$ cat src/rtl/thermal_shutdown_ctrl.sv
// thermal_shutdown_ctrl
// Multi-channel overheat supervisor. Each of NCH unsigned TW-bit readings is
// compared against TRIP. Sustained heat (DEBOUNCE consecutive cycles with any
// enabled channel at or above TRIP) latches a registered shutdown. Shutdown is
// released only after COOL_CYCLES consecutive all-cool cycles in COOLDOWN,
// followed by a software clear. Cool means below TRIP-HYST, so the band in
// between counts as neither hot nor cool.
//
// Ports:
//   clk               rising-edge clock
//   rst_n             asynchronous active-low reset
//   temp              NCH packed readings, channel i at [i*TW +: TW]
//   ch_en             per-channel enable; disabled channels are never hot, always cool
//   clear             level request to leave shutdown, honoured only in COOLDOWN
//   shut_off_computer registered, high in SHUTDOWN and COOLDOWN
//   warn              registered, high in PENDING
//   trip_ch           sticky record of channels seen hot while shut down
//   state             encoded FSM state (0 NORMAL, 1 PENDING, 2 SHUTDOWN, 3 COOLDOWN)
module thermal_shutdown_ctrl #(
  parameter int unsigned NCH         = 4,
  parameter int unsigned TW          = 8,
  parameter int unsigned TRIP        = 100,
  parameter int unsigned HYST        = 10,
  parameter int unsigned DEBOUNCE    = 4,
  parameter int unsigned COOL_CYCLES = 16
) (
  input  logic              clk,
  input  logic              rst_n,
  input  logic [NCH*TW-1:0] temp,
  input  logic [NCH-1:0]    ch_en,
  input  logic              clear,
  output logic              shut_off_computer,
  output logic              warn,
  output logic [NCH-1:0]    trip_ch,
  output logic [1:0]        state
);

  localparam int unsigned CNT_MAX = (DEBOUNCE > COOL_CYCLES) ? DEBOUNCE : COOL_CYCLES;
  localparam int unsigned CW      = $clog2(CNT_MAX) + 1;

  localparam logic [TW-1:0] TRIP_T   = TW'(TRIP);
  localparam logic [TW-1:0] COOL_T   = TW'(TRIP - HYST);
  localparam logic [CW-1:0] DEB_LAST = CW'(DEBOUNCE - 1);
  localparam logic [CW-1:0] COOL_LIM = CW'(COOL_CYCLES);
  localparam logic [CW-1:0] CNT_ONE  = CW'(1);

  typedef enum logic [1:0] {
    NORMAL   = 2'd0,
    PENDING  = 2'd1,
    SHUTDOWN = 2'd2,
    COOLDOWN = 2'd3
  } state_e;

  state_e           state_q, state_d;
  logic [CW-1:0]    cnt_q, cnt_d;
  logic             shut_q, shut_d;
  logic             warn_q, warn_d;
  logic [NCH-1:0]   trip_q, trip_d;

  logic [NCH-1:0]   hot, cool;
  logic             any_hot, all_cool;

  // Per-channel classification. Readings in [TRIP-HYST, TRIP-1] are
  // deliberately neither hot nor cool.
  always_comb begin
    hot  = '0;
    cool = '1;
    for (int unsigned i = 0; i < NCH; i++) begin
      hot[i]  = ch_en[i] & (temp[i*TW +: TW] >= TRIP_T);
      cool[i] = ~ch_en[i] | (temp[i*TW +: TW] < COOL_T);
    end
  end

  assign any_hot  = |hot;
  assign all_cool = &cool;

  // Next-state, counter and sticky trip record.
  always_comb begin
    state_d = state_q;
    cnt_d   = cnt_q;
    trip_d  = trip_q;

    case (state_q)
      NORMAL: begin
        if (any_hot) begin
          if (DEBOUNCE == 1) begin
            state_d = SHUTDOWN;
          end else begin
            state_d = PENDING;
            cnt_d   = CNT_ONE;
          end
        end
      end

      PENDING: begin
        // Any non-hot cycle breaks the run completely.
        if (!any_hot) begin
          state_d = NORMAL;
          cnt_d   = '0;
        end else if (cnt_q == DEB_LAST) begin
          state_d = SHUTDOWN;
          cnt_d   = '0;
        end else if (cnt_q != '1) begin
          cnt_d = cnt_q + CNT_ONE;
        end
      end

      SHUTDOWN: begin
        if (all_cool) begin
          state_d = COOLDOWN;
          cnt_d   = '0;
        end
      end

      COOLDOWN: begin
        // Re-heat (including the hysteresis band) beats a simultaneous clear.
        if (!all_cool) begin
          state_d = SHUTDOWN;
          cnt_d   = '0;
        end else if ((cnt_q == COOL_LIM) && clear) begin
          state_d = NORMAL;
          cnt_d   = '0;
          trip_d  = '0;
        end else if (cnt_q < COOL_LIM) begin
          cnt_d = cnt_q + CNT_ONE;
        end
      end

      default: begin
        state_d = NORMAL;
        cnt_d   = '0;
      end
    endcase

    // Accumulate on every cycle that ends in SHUTDOWN, which covers the entry
    // edge from any state as well as cycles spent there.
    if (state_d == SHUTDOWN) begin
      trip_d = trip_d | hot;
    end

    shut_d = (state_d == SHUTDOWN) || (state_d == COOLDOWN);
    warn_d = (state_d == PENDING);
  end

  always_ff @(posedge clk or negedge rst_n) begin
    if (!rst_n) begin
      state_q <= NORMAL;
      cnt_q   <= '0;
      shut_q  <= 1'b0;
      warn_q  <= 1'b0;
      trip_q  <= '0;
    end else begin
      state_q <= state_d;
      cnt_q   <= cnt_d;
      shut_q  <= shut_d;
      warn_q  <= warn_d;
      trip_q  <= trip_d;
    end
  end

  assign shut_off_computer = shut_q;
  assign warn              = warn_q;
  assign trip_ch           = trip_q;
  assign state             = state_q;

endmodule

$ cat config.mk
export PLATFORM = sky130hd
export DESIGN_NAME = thermal_shutdown_ctrl
export DESIGN_NICKNAME = d
export VERILOG_FILES = /design/src/rtl/thermal_shutdown_ctrl.sv
export SDC_FILE = /design/constraint.sdc
export NUM_CORES = 1
export LEC_CHECK = 0
export CAP_MARGIN = 30
export CORE_MARGIN = 4
export CORE_UTILIZATION = 42
export DETAILED_ROUTE_END_ITERATION = 10
export PLACE_DENSITY_LB_ADDON = 0.15
export SLEW_MARGIN = 20
export SYNTH_ARGS = -nofsm -noshare
export SYNTH_HDL_FRONTEND = slang
export SYNTH_SLANG_ARGS = --single-unit
$ cat constraint.sdc
create_clock -name clk -period 6 [get_ports clk]
set_clock_uncertainty 0.1 [all_clocks]
set_input_delay 1.2 -clock clk [delete_from_list [all_inputs] [get_ports clk]]
set_output_delay 1.2 -clock clk [all_outputs]
set_load 0.01 [all_outputs]
# After elaboration in Yosys (flattened, before gate mapping)
# Index checks and enable logic that the tools add are counted.
# word_totals
output_inout_bits	8
regBits	13
inputBits	39
# classes
n_lt_le_gt_ge	9
reduce_logical	6
eq_ne	13
bitwise	13
muxes	20
addsub	1
# ops
op	count
$mux W5	8
$ge A8 B7 Y1 const B	4
$lt A8 B7 Y1 const B	4
$pmux W5 S4	1
$mux W4	4
$mux W2	6
$eq A2 B2 Y1 const B	4
$ne A4 B4 Y1 const B	2
$pmux W2 S4	1
$reduce_and A4 Y1	2
$add A5 B1 Y5 const B	1
$eq A5 B2 Y1 const B	1
$eq A5 B5 Y1 const B	1
$lt A5 B5 Y1 const B	1
$ne A5 B5 Y1 const B	1
$and A1 B1 Y1	4
$eq A2 B1 Y1 const B	2
$ne A2 B2 Y1 const B	2
$not A1 Y1	4
$or A1 B1 Y1	4
$or A4 B4 Y4	1
$reduce_or A4 Y1	1
$logic_not A2 Y1	1
$logic_and A1 B1 Y1	1
$logic_or A1 B1 Y1	1

# Logic depth before layout (Yosys ltp)
# Gate-level depths: netlist of the first run.
# logic_depth
word_depth	7
mapped_depth	9

# Least setup slack after synthesis of the first run
# No wires, ideal clock.
# synth_path
kind	input port to flip-flop
start	input temp[15]
end	register cnt_q[0]
setup_slack_ps	2893
n_path_buf	0
t_arrival_ps	2871
path_stages	7
cell_sequence	or4_1 -> nand3_1 -> and4_1 -> mux2i_1 -> o311ai_4 -> a211oi_1 -> a21oi_1
# synth_via
elab_chain_cells	5
word_cells_on_any_way	14
cone_classes	2 x order compare; 4 x eq/ne; 3 x mux; 2 x bitwise; 3 x reduce/logical
# synth_lines
item	line	rtl
from (decl)	29	input logic [NCH*TW-1:0] temp,
$lt A8 B7 Y1 or $ge A8 B7 Y1 (tied branches)	70, 69	
$or A1 B1 Y1 or $and A1 B1 Y1 (tied branches)	70, 69	
$reduce_and A4 Y1 or $reduce_or A4 Y1 (tied branches)	75, 74	
$ne A4 B4 Y1 (no source line) (tied with other cells)	n/a	
$reduce_and A4 Y1 (no source line) or $pmux W5 S4 (tied branches)	n/a	
to (signal assigned)	154	cnt_q <= cnt_d;
to (decl)	55	logic [CW-1:0] cnt_q, cnt_d;
# Several ways; a longest one is shown, not always the timed one.
# A chain may end at the register's enable or synchronous reset.

# Worst setup path after layout of the first run
# Ends and elaborated chain as after synthesis.

==> results of run 1 <==
flip-flops by register name, indices dropped and copies added (netlist names):
register	flops
cnt_q	5
trip_ch	4
shut_off_computer	1
state	1
warn	1
power breakdown:
group          switching (W)  leakage [nW]  internal, W
Clock              0.0000256        0.0138    0.0000232
Sequential         0.0000148         0.139    0.0000941
Combinational      0.0000831         0.403    0.0000784
Total               0.000123         0.555     0.000196
cells in the mapped netlist, drive strengths merged, types with 3 or more instances:
cell	count	area share, %
nand2	13	5.5
dfrtp	12	34
nor2	7	2.9
o21ai	7	3.9
inv	6	2.5
nand3	6	3.4
a21o	4	3.4
a21oi	4	2.2
o211ai	4	5.0
or4	4	3.4
ha	3	4.2
nor3	3	1.7
final cells by class:
type / instances / area share, %
Multi-Input combinational cell: 80 / 41.4
Timing Repair Buffer: 42 / 30.8
Sequential cell: 12 / 22.0
Tap cell: 27 / 2.48
Clock buffer: 3 / 1.65
Inverter: 6 / 1.65
logic make-up after synthesis:
family                   share of synthesized area [%]
adder cells (fa/ha/maj)                           4.20
multiplexers                                      1.12
AO/OA/AOI/OAI                                     28.4
buffers and inverters                             3.36
flip-flops                                        33.6
AND/OR/NAND/NOR                                   29.4
placed cells by master, fill, tap and decap left out, drive strengths merged, types with 2 or more instances in the layout:
master         netlist  layout
clkdlybuf4s50        0      42
nand2               13      13
dfrtp               12      12
o21ai                7       7
nor2                 7       7
inv                  6       6
nand3                6       6
a21o                 4       4
or4                  4       4
a21oi                4       4
o211ai               4       4
nor3                 3       3
ha                   3       3
clkbuf               0       3
and4                 2       2
or4bb                2       2
o22ai                2       2
nand4b               2       2
or3                  2       2
a22oi                2       2
or2                  2       2
o311ai               2       2
metrics by stage:
step                      worst slack, ns  utilization, %  cells  hold slack, ns
after detailed placement             2.18            67.0    167           0.372
after CTS                            2.44            68.1    170           0.388
after global placement               2.25            67.0    167           0.369
after global routing                 2.20            68.1    170           0.412
final                                2.39            68.1    170           0.384
after floorplan                      2.89               -     99           0.375
worst min path at each step:
stage	start	endpoint	slack (ns)	cells past startpoint
after floorplan	cnt_q[1]	cnt_q[1]	0.37	2
final	trip_ch[2]	trip_ch[2]	0.38	2
after global placement	trip_ch[3]	trip_ch[3]	0.37	2
after detailed placement	trip_ch[2]	trip_ch[2]	0.37	2
after global routing	trip_ch[2]	trip_ch[2]	0.41	2
after CTS	trip_ch[2]	trip_ch[2]	0.39	2
layer usage:
| layer | up-vias | global-route usage [%] | wire length (um) |
|---|---|---|---|
| met3 | 6 | 4.16 | 181 |
| li1 | 474 | - | - |
| met2 | 41 | 34.5 | 1240 |
| met5 | - | 0 | 0 |
| met4 | 0 | 7.88 | 47 |
| met1 | 442 | 21.6 | 1010 |
critical path: stages:
cell,delay [ns]
clkdlybuf4s50_1,0.43
or4_1,0.52
nand3_1,0.13
and4_1,0.29
mux2i_1,0.45
o311ai_4,0.25
a211oi_1,0.30
a21oi_1,0.07
==> metrics.txt, run 1 <==
# TYPE chip_impl_metric gauge
chip_impl_info{name="status",value="finished clean"} 1
chip_impl_metric{name="ff2ff_path_depth",unit=""} 8
chip_impl_metric{name="slew_viol_final",unit=""} 0
chip_impl_metric{name="n_fill_cell",unit=""} 171
chip_impl_metric{name="vias_in_the_first_global_route",unit=""} 982
chip_impl_metric{name="total_leakage_power",unit="nW"} 0.555
chip_impl_metric{name="firstDrtPassIters",unit=""} 4
chip_impl_metric{name="synth.yosys.warnings",unit=""} 0
chip_impl_info{name="worstReg2RegStart",value="cnt_q[1]"} 1
chip_impl_metric{name="fin_total_pwr",unit="W"} 0.000319
chip_impl_metric{name="dp_hpwl",unit="mm"} 2.09
chip_impl_info{name="worst_setup_path_start_kind",value="primary input"} 1
chip_impl_info{name="reg2reg_to",value="cnt_q[0]"} 1
chip_impl_metric{name="tritoncts.num_buffers",unit=""} 3
chip_impl_metric{name="cts_buffer_depth",unit=""} 2
chip_impl_info{name="synth_ff_type",value="dfrtp_1"} 1
chip_impl_metric{name="post_cts.resized_instances",unit=""} 0
chip_impl_metric{name="required",unit="ns"} 6.04
chip_impl_metric{name="drt_first_iter_violations",unit=""} 13
chip_impl_metric{name="num_antenna_cells",unit=""} 0
chip_impl_metric{name="wirelength_routed",unit="mm"} 2.48
chip_impl_metric{name="finish.net_count",unit=""} 187
chip_impl_metric{name="synth-seq-area-share",unit="%"} 33.6
chip_impl_metric{name="path_clk_slew",unit="ns"} 0.07
chip_impl_metric{name="multi_input_comb_area",unit="sq um"} 564
chip_impl_metric{name="final-seq-area",unit="sq um"} 300
chip_impl_metric{name="sinks_on_clock_net",unit=""} 12
chip_impl_metric{name="cellPowerDensity",unit="nW/um^2"} 234
chip_impl_metric{name="placement.io_buffers",unit=""} 42
chip_impl_metric{name="route.detailed.vias_per_inst",unit=""} 5.66
chip_impl_info{name="hold_class",value="reg2reg"} 1
chip_impl_metric{name="drive_gt1_share",unit="%"} 7.69
chip_impl_metric{name="globalRouteOverflowTotal",unit=""} 0
chip_impl_metric{name="hold_violations",unit=""} 0
chip_impl_metric{name="top_level_ports",unit=""} 47
chip_impl_metric{name="report.final.setup_viol",unit=""} 0
chip_impl_metric{name="die_outline_width",unit="um"} 54.2
chip_impl_metric{name="core-area",unit="sq um"} 2000
chip_impl_metric{name="gp_congestion",unit=""} 0.747
chip_impl_metric{name="layout_worst_path_cycle_share",unit="%"} 60.1
chip_impl_info{name="worstSetupStartpoint",value="temp[15]"} 1
chip_impl_metric{name="std_cell_rows",unit=""} 16
chip_impl_metric{name="number_of_storage_elements_in_the_synthesis_netlist",unit=""} 12
chip_impl_metric{name="wl_per_cell",unit="um"} 14.6
chip_impl_metric{name="r2r_setup_slack",unit="ns"} 3.53
chip_impl_metric{name="antenna_found_initial",unit=""} 0
chip_impl_metric{name="vdd.ir_drop.worst",unit="uV"} 145
chip_impl_metric{name="worst-path-max-fanout",unit=""} 8
chip_impl_info{name="rsz0062_at_grt",value="false"} 1
chip_impl_metric{name="detail_route_antenna_nets",unit=""} 0
chip_impl_info{name="worstSetupEndpoint",value="cnt_q[0]"} 1
chip_impl_metric{name="synth_area",unit="sq um"} 895
chip_impl_info{name="critPathKind",value="in2reg"} 1
chip_impl_metric{name="postLayoutCellArea",unit="sq um"} 1360
chip_impl_metric{name="syn-num-nets",unit=""} 141
chip_impl_metric{name="maxClockFrequency",unit="MHz"} 277
chip_impl_metric{name="tot_gr_track_use",unit="%"} 19.2
chip_impl_metric{name="detailroute.via_count",unit=""} 963
chip_impl_metric{name="grt_first_pass_wirelength",unit="mm"} 4.13
chip_impl_metric{name="postSynthCellCount",unit=""} 99
chip_impl_info{name="endpoint_kind",value="flip-flop"} 1
chip_impl_metric{name="source_to_sink_clock_delay_at_the_later_pin_of_the_worst_skew_pair",unit="ns"} 0.27
chip_impl_info{name="cts_tree",value="done"} 1
chip_impl_metric{name="initial_cell_density_of_the_core",unit="%"} 44.7
chip_impl_metric{name="fin_tns_setup",unit="ns"} 0
chip_impl_metric{name="asyncSetResetFlopFracSynth",unit="%"} 100
chip_impl_metric{name="cts.hold.buffers_added",unit=""} 0
chip_impl_metric{name="grt_start_max_net_pins",unit=""} 13
chip_impl_info{name="clock_root_buffer",value="clkbuf_4"} 1
chip_impl_metric{name="remaining_drc_errors",unit=""} 0
chip_impl_metric{name="netlist-cell-type-count",unit=""} 33
chip_impl_metric{name="die_height",unit="um"} 54.2
chip_impl_metric{name="synthToLayoutAreaGrowth",unit="%"} 52.4
chip_impl_metric{name="synth-edff-count",unit=""} 0
chip_impl_metric{name="cts.htree.levels",unit=""} 1
chip_impl_metric{name="max_slew.worst_pin.slew",unit="ns"} 0.544
chip_impl_metric{name="timing.slew.headroom",unit="%"} 63.7
chip_impl_metric{name="post_synth.cell_area_avg",unit="sq um"} 9.04
chip_impl_metric{name="maxCapViolations",unit=""} 0
chip_impl_metric{name="dpl_cell_area",unit="sq um"} 1340
chip_impl_metric{name="dieArea",unit="sq um"} 2930
chip_impl_metric{name="cp.arrival",unit="ns"} 3.65
chip_impl_metric{name="final_period_minus_worst_setup_slack",unit="ns"} 3.61
chip_impl_metric{name="cts.repair_timing.setup_buffer_count",unit=""} 0
Power figures use the tool's default switching activity.
==> inputs of run 2 (changes only) <==
--- a/config.mk
+++ b/config.mk
@@ -7,7 +7,7 @@
 export LEC_CHECK = 0
 export CAP_MARGIN = 30
 export CORE_MARGIN = 4
-export CORE_UTILIZATION = 42
+export CORE_UTILIZATION = 35
 export DETAILED_ROUTE_END_ITERATION = 10
 export PLACE_DENSITY_LB_ADDON = 0.15
 export SLEW_MARGIN = 20
==> constraint.sdc (replaced) <==
create_clock -name clk -period 2.95 [get_ports clk]
set_clock_uncertainty 0.1 [all_clocks]
set_input_delay 0.59 -clock clk [delete_from_list [all_inputs] [get_ports clk]]
set_output_delay 0.59 -clock clk [all_outputs]
set_load 0.01 [all_outputs]
==> run 2 against run 1 <==
Effect of this change:
- cell count grew 5.3%
- register-to-register slack lost 2.9 ns
- die area grew 17%
- global-route usage shrank 2.9 points
- via count grew 2.0%
- wire length grew 6.7%
- design area grew 3.6%
- sequential power grew 100%
- flip-flop and latch count is the same
- critical path depth is the same
==> metrics.txt, run 2 (same netlist as run 1, synthesis figures left out) <==
# TYPE chip_impl_metric gauge
chip_impl_metric{name="core-area",unit="sq um"} 2450
chip_impl_metric{name="gp_congestion",unit=""} 0.812
chip_impl_info{name="crit_slowest_cell",value="or4_1"} 1
chip_impl_metric{name="detailroute.via_count",unit=""} 982
chip_impl_metric{name="timing.slew.headroom",unit="%"} 61.7
chip_impl_metric{name="hold_violations",unit=""} 0
chip_impl_metric{name="tot_gr_track_use",unit="%"} 16.3
chip_impl_info{name="clock_root_buffer",value="clkbuf_4"} 1
chip_impl_metric{name="sinks_on_clock_net",unit=""} 12
chip_impl_metric{name="dieArea",unit="sq um"} 3430
chip_impl_metric{name="met3_usage",unit="%"} 5.26
chip_impl_info{name="reg_with_most_ffs",value="cnt_q"} 1
chip_impl_metric{name="cts.hold.buffers_added",unit=""} 0
chip_impl_metric{name="wl_per_cell",unit="um"} 14.8
chip_impl_metric{name="required",unit="ns"} 3.00
chip_impl_metric{name="maxClockFrequency",unit="MHz"} 356
chip_impl_info{name="mostFrequentLayoutCells",value="42 x clkdlybuf4s50_1, 13 x nand2_1, 12 x dfrtp_1"} 1
chip_impl_metric{name="detail_route_antenna_nets",unit=""} 0
chip_impl_metric{name="utilization",unit="%"} 57.5
chip_impl_metric{name="seqPwrFrac",unit="%"} 32.6
chip_impl_metric{name="vdd.ir_drop.worst",unit="uV"} 375
chip_impl_metric{name="clkPwrFrac",unit="%"} 15.3
chip_impl_info{name="final_common_cell",value="clkdlybuf4s50_1"} 1
chip_impl_metric{name="report.final.setup_viol",unit=""} 0
chip_impl_info{name="grt_busiest_layer",value="met2"} 1
chip_impl_metric{name="num_antenna_cells",unit=""} 0
chip_impl_metric{name="netSwitchingPower",unit="W"} 0.000257
chip_impl_metric{name="globalRouteOverflowTotal",unit=""} 0
chip_impl_metric{name="r2r_setup_slack",unit="ns"} 0.62
chip_impl_metric{name="std_cell_rows",unit=""} 18
chip_impl_metric{name="slew_viol_final",unit=""} 0
chip_impl_metric{name="max_slew.worst_pin.slew",unit="ns"} 0.573
chip_impl_metric{name="placement.io_buffers",unit=""} 42
chip_impl_info{name="rsz0062_at_grt",value="false"} 1
chip_impl_metric{name="die_height",unit="um"} 58.6
chip_impl_metric{name="route.detailed.vias_per_inst",unit=""} 5.49
chip_impl_metric{name="antenna_found_initial",unit=""} 0
chip_impl_metric{name="cp_slowest_stage_delay",unit="ns"} 0.52
chip_impl_metric{name="drt_first_iter_violations",unit=""} 20
chip_impl_metric{name="largest_reg_flops",unit=""} 5
chip_impl_metric{name="layout_worst_path_cycle_share",unit="%"} 95.1
chip_impl_metric{name="internal_power",unit="W"} 0.000417
chip_impl_info{name="endpoint_kind",value="flip-flop"} 1
chip_impl_metric{name="cp.arrival",unit="ns"} 2.86
chip_impl_metric{name="cellPowerDensity",unit="nW/um^2"} 477
chip_impl_metric{name="post_cts.resized_instances",unit=""} 0
chip_impl_info{name="hold_class",value="reg2reg"} 1
chip_impl_metric{name="tritoncts.num_buffers",unit=""} 3
chip_impl_metric{name="synthToLayoutAreaGrowth",unit="%"} 57.9
chip_impl_metric{name="cts_buffer_depth",unit=""} 2
chip_impl_metric{name="cts.htree.levels",unit=""} 1
chip_impl_metric{name="total_leakage_power",unit="nW"} 0.583
chip_impl_info{name="critPathKind",value="in2reg"} 1
chip_impl_metric{name="die_outline_width",unit="um"} 58.6
chip_impl_info{name="worstPathCellList",value="clkdlybuf4s50_1 > or4_1 > nand3_1 > and4_1 > mux2i_1 > o311ai_4 > a211oi_1 > a21oi_1"} 1
chip_impl_metric{name="initial_cell_density_of_the_core",unit="%"} 36.4
chip_impl_metric{name="globalRouteMet1Util",unit="%"} 18.7
chip_impl_metric{name="vias_in_the_first_global_route",unit=""} 1015
chip_impl_metric{name="swShare",unit="%"} 38.1
chip_impl_metric{name="maxCapViolations",unit=""} 0
chip_impl_metric{name="grt_first_pass_wirelength",unit="mm"} 4.35
chip_impl_metric{name="grt_start_max_net_pins",unit=""} 13
chip_impl_info{name="status",value="finished clean"} 1
chip_impl_metric{name="finish.net_count",unit=""} 193
chip_impl_metric{name="worst-path-max-fanout",unit=""} 6
chip_impl_info{name="worst_setup_path_start_kind",value="primary input"} 1
chip_impl_metric{name="met2_grt_util",unit="%"} 29.7
chip_impl_metric{name="fin_tns_setup",unit="ns"} 0
chip_impl_metric{name="drive_gt1_share",unit="%"} 11.4
chip_impl_metric{name="path_clk_slew",unit="ns"} 0.08
chip_impl_metric{name="cts.repair_timing.setup_buffer_count",unit=""} 0
chip_impl_metric{name="firstDrtPassIters",unit=""} 5
chip_impl_metric{name="final_period_minus_worst_setup_slack",unit="ns"} 2.81
chip_impl_info{name="cts_tree",value="done"} 1
chip_impl_metric{name="source_to_sink_clock_delay_at_the_later_pin_of_the_worst_skew_pair",unit="ns"} 0.28
chip_impl_metric{name="dp_hpwl",unit="mm"} 2.26
chip_impl_metric{name="wirelength_routed",unit="mm"} 2.65
chip_impl_metric{name="power_frac_comb",unit="%"} 52.2
chip_impl_metric{name="remaining_drc_errors",unit=""} 0
chip_impl_metric{name="top_level_ports",unit=""} 47
## run 2: cell count changes in the layout (fill, tap and decap cells not counted)
cell and change:
buf_4 +6
## run 2: metrics by stage
stage | hold WS (ns) | cells | setup WS (ns) | cell area (sq um) | power (W)
floorplan | 0.194 | 99 | 0.453 | 895 | 0.000413
global placement | 0.366 | 176 | -0.110 | 1390 | 0.000561
detailed placement | 0.370 | 176 | -0.118 | 1390 | 0.000572
CTS | 0.387 | 179 | 0.165 | 1410 | 0.000679
global route | 0.422 | 179 | 0.0100 | 1410 | 0.000721
finish | 0.384 | 179 | 0.144 | 1410 | 0.000674
## run 2: layout make-up
| class | instances | area [sq um] |
|---|---|---|
| Tap cell | 30 | 37.5 |
| Inverter | 6 | 22.5 |
| Clock buffer | 3 | 22.5 |
| Fill cell | 227 | 1040 |
| Timing Repair Buffer | 48 | 465 |
| Multi-Input combinational cell | 80 | 564 |
| Sequential cell | 12 | 300 |
## run 2: per-layer routing
| layer | share of wire [%] | wire length [um] |
|---|---|---|
| met4 | 0 | 0 |
| met1 | 42 | 1120 |
| met5 | 0 | 0 |
| met2 | 51 | 1340 |
| met3 | 7.1 | 188 |
## run 2: worst max-delay path, delay by kind of cell
| kind | cells | cell delay [ns] |
|---|---|---|
| and+or+nand+nor | 3 | 0.97 |
| AOI/OAI and AO/OA | 3 | 0.51 |
| buffers and inverters | 1 | 0.41 |
| muxes | 1 | 0.36 |
## run 2: power groups by stage
| stage | combinational (W) | sequential, W | clock (W) |
|---|---|---|---|
| floorplan | 0.000188 | 0.000225 | 0 |
| global placement | 0.000340 | 0.000221 | 0 |
| detailed placement | 0.000349 | 0.000223 | 0 |
| CTS | 0.000351 | 0.000220 | 0.000107 |
| global route | 0.000382 | 0.000226 | 0.000113 |
| finish | 0.000351 | 0.000220 | 0.000103 |
## run 2: worst paths after layout
check / from / to / depth (start not counted)
setup / recovery: temp[23] / cnt_q[0] / 8
max in group asynchronous: rst_n / trip_ch[1] / 1
hold / removal: trip_ch[3] / trip_ch[3] / 2
min in group asynchronous: rst_n / warn / 1
setup reg to reg: cnt_q[1] / cnt_q[0] / 8
hold reg to reg: trip_ch[3] / trip_ch[3] / 2
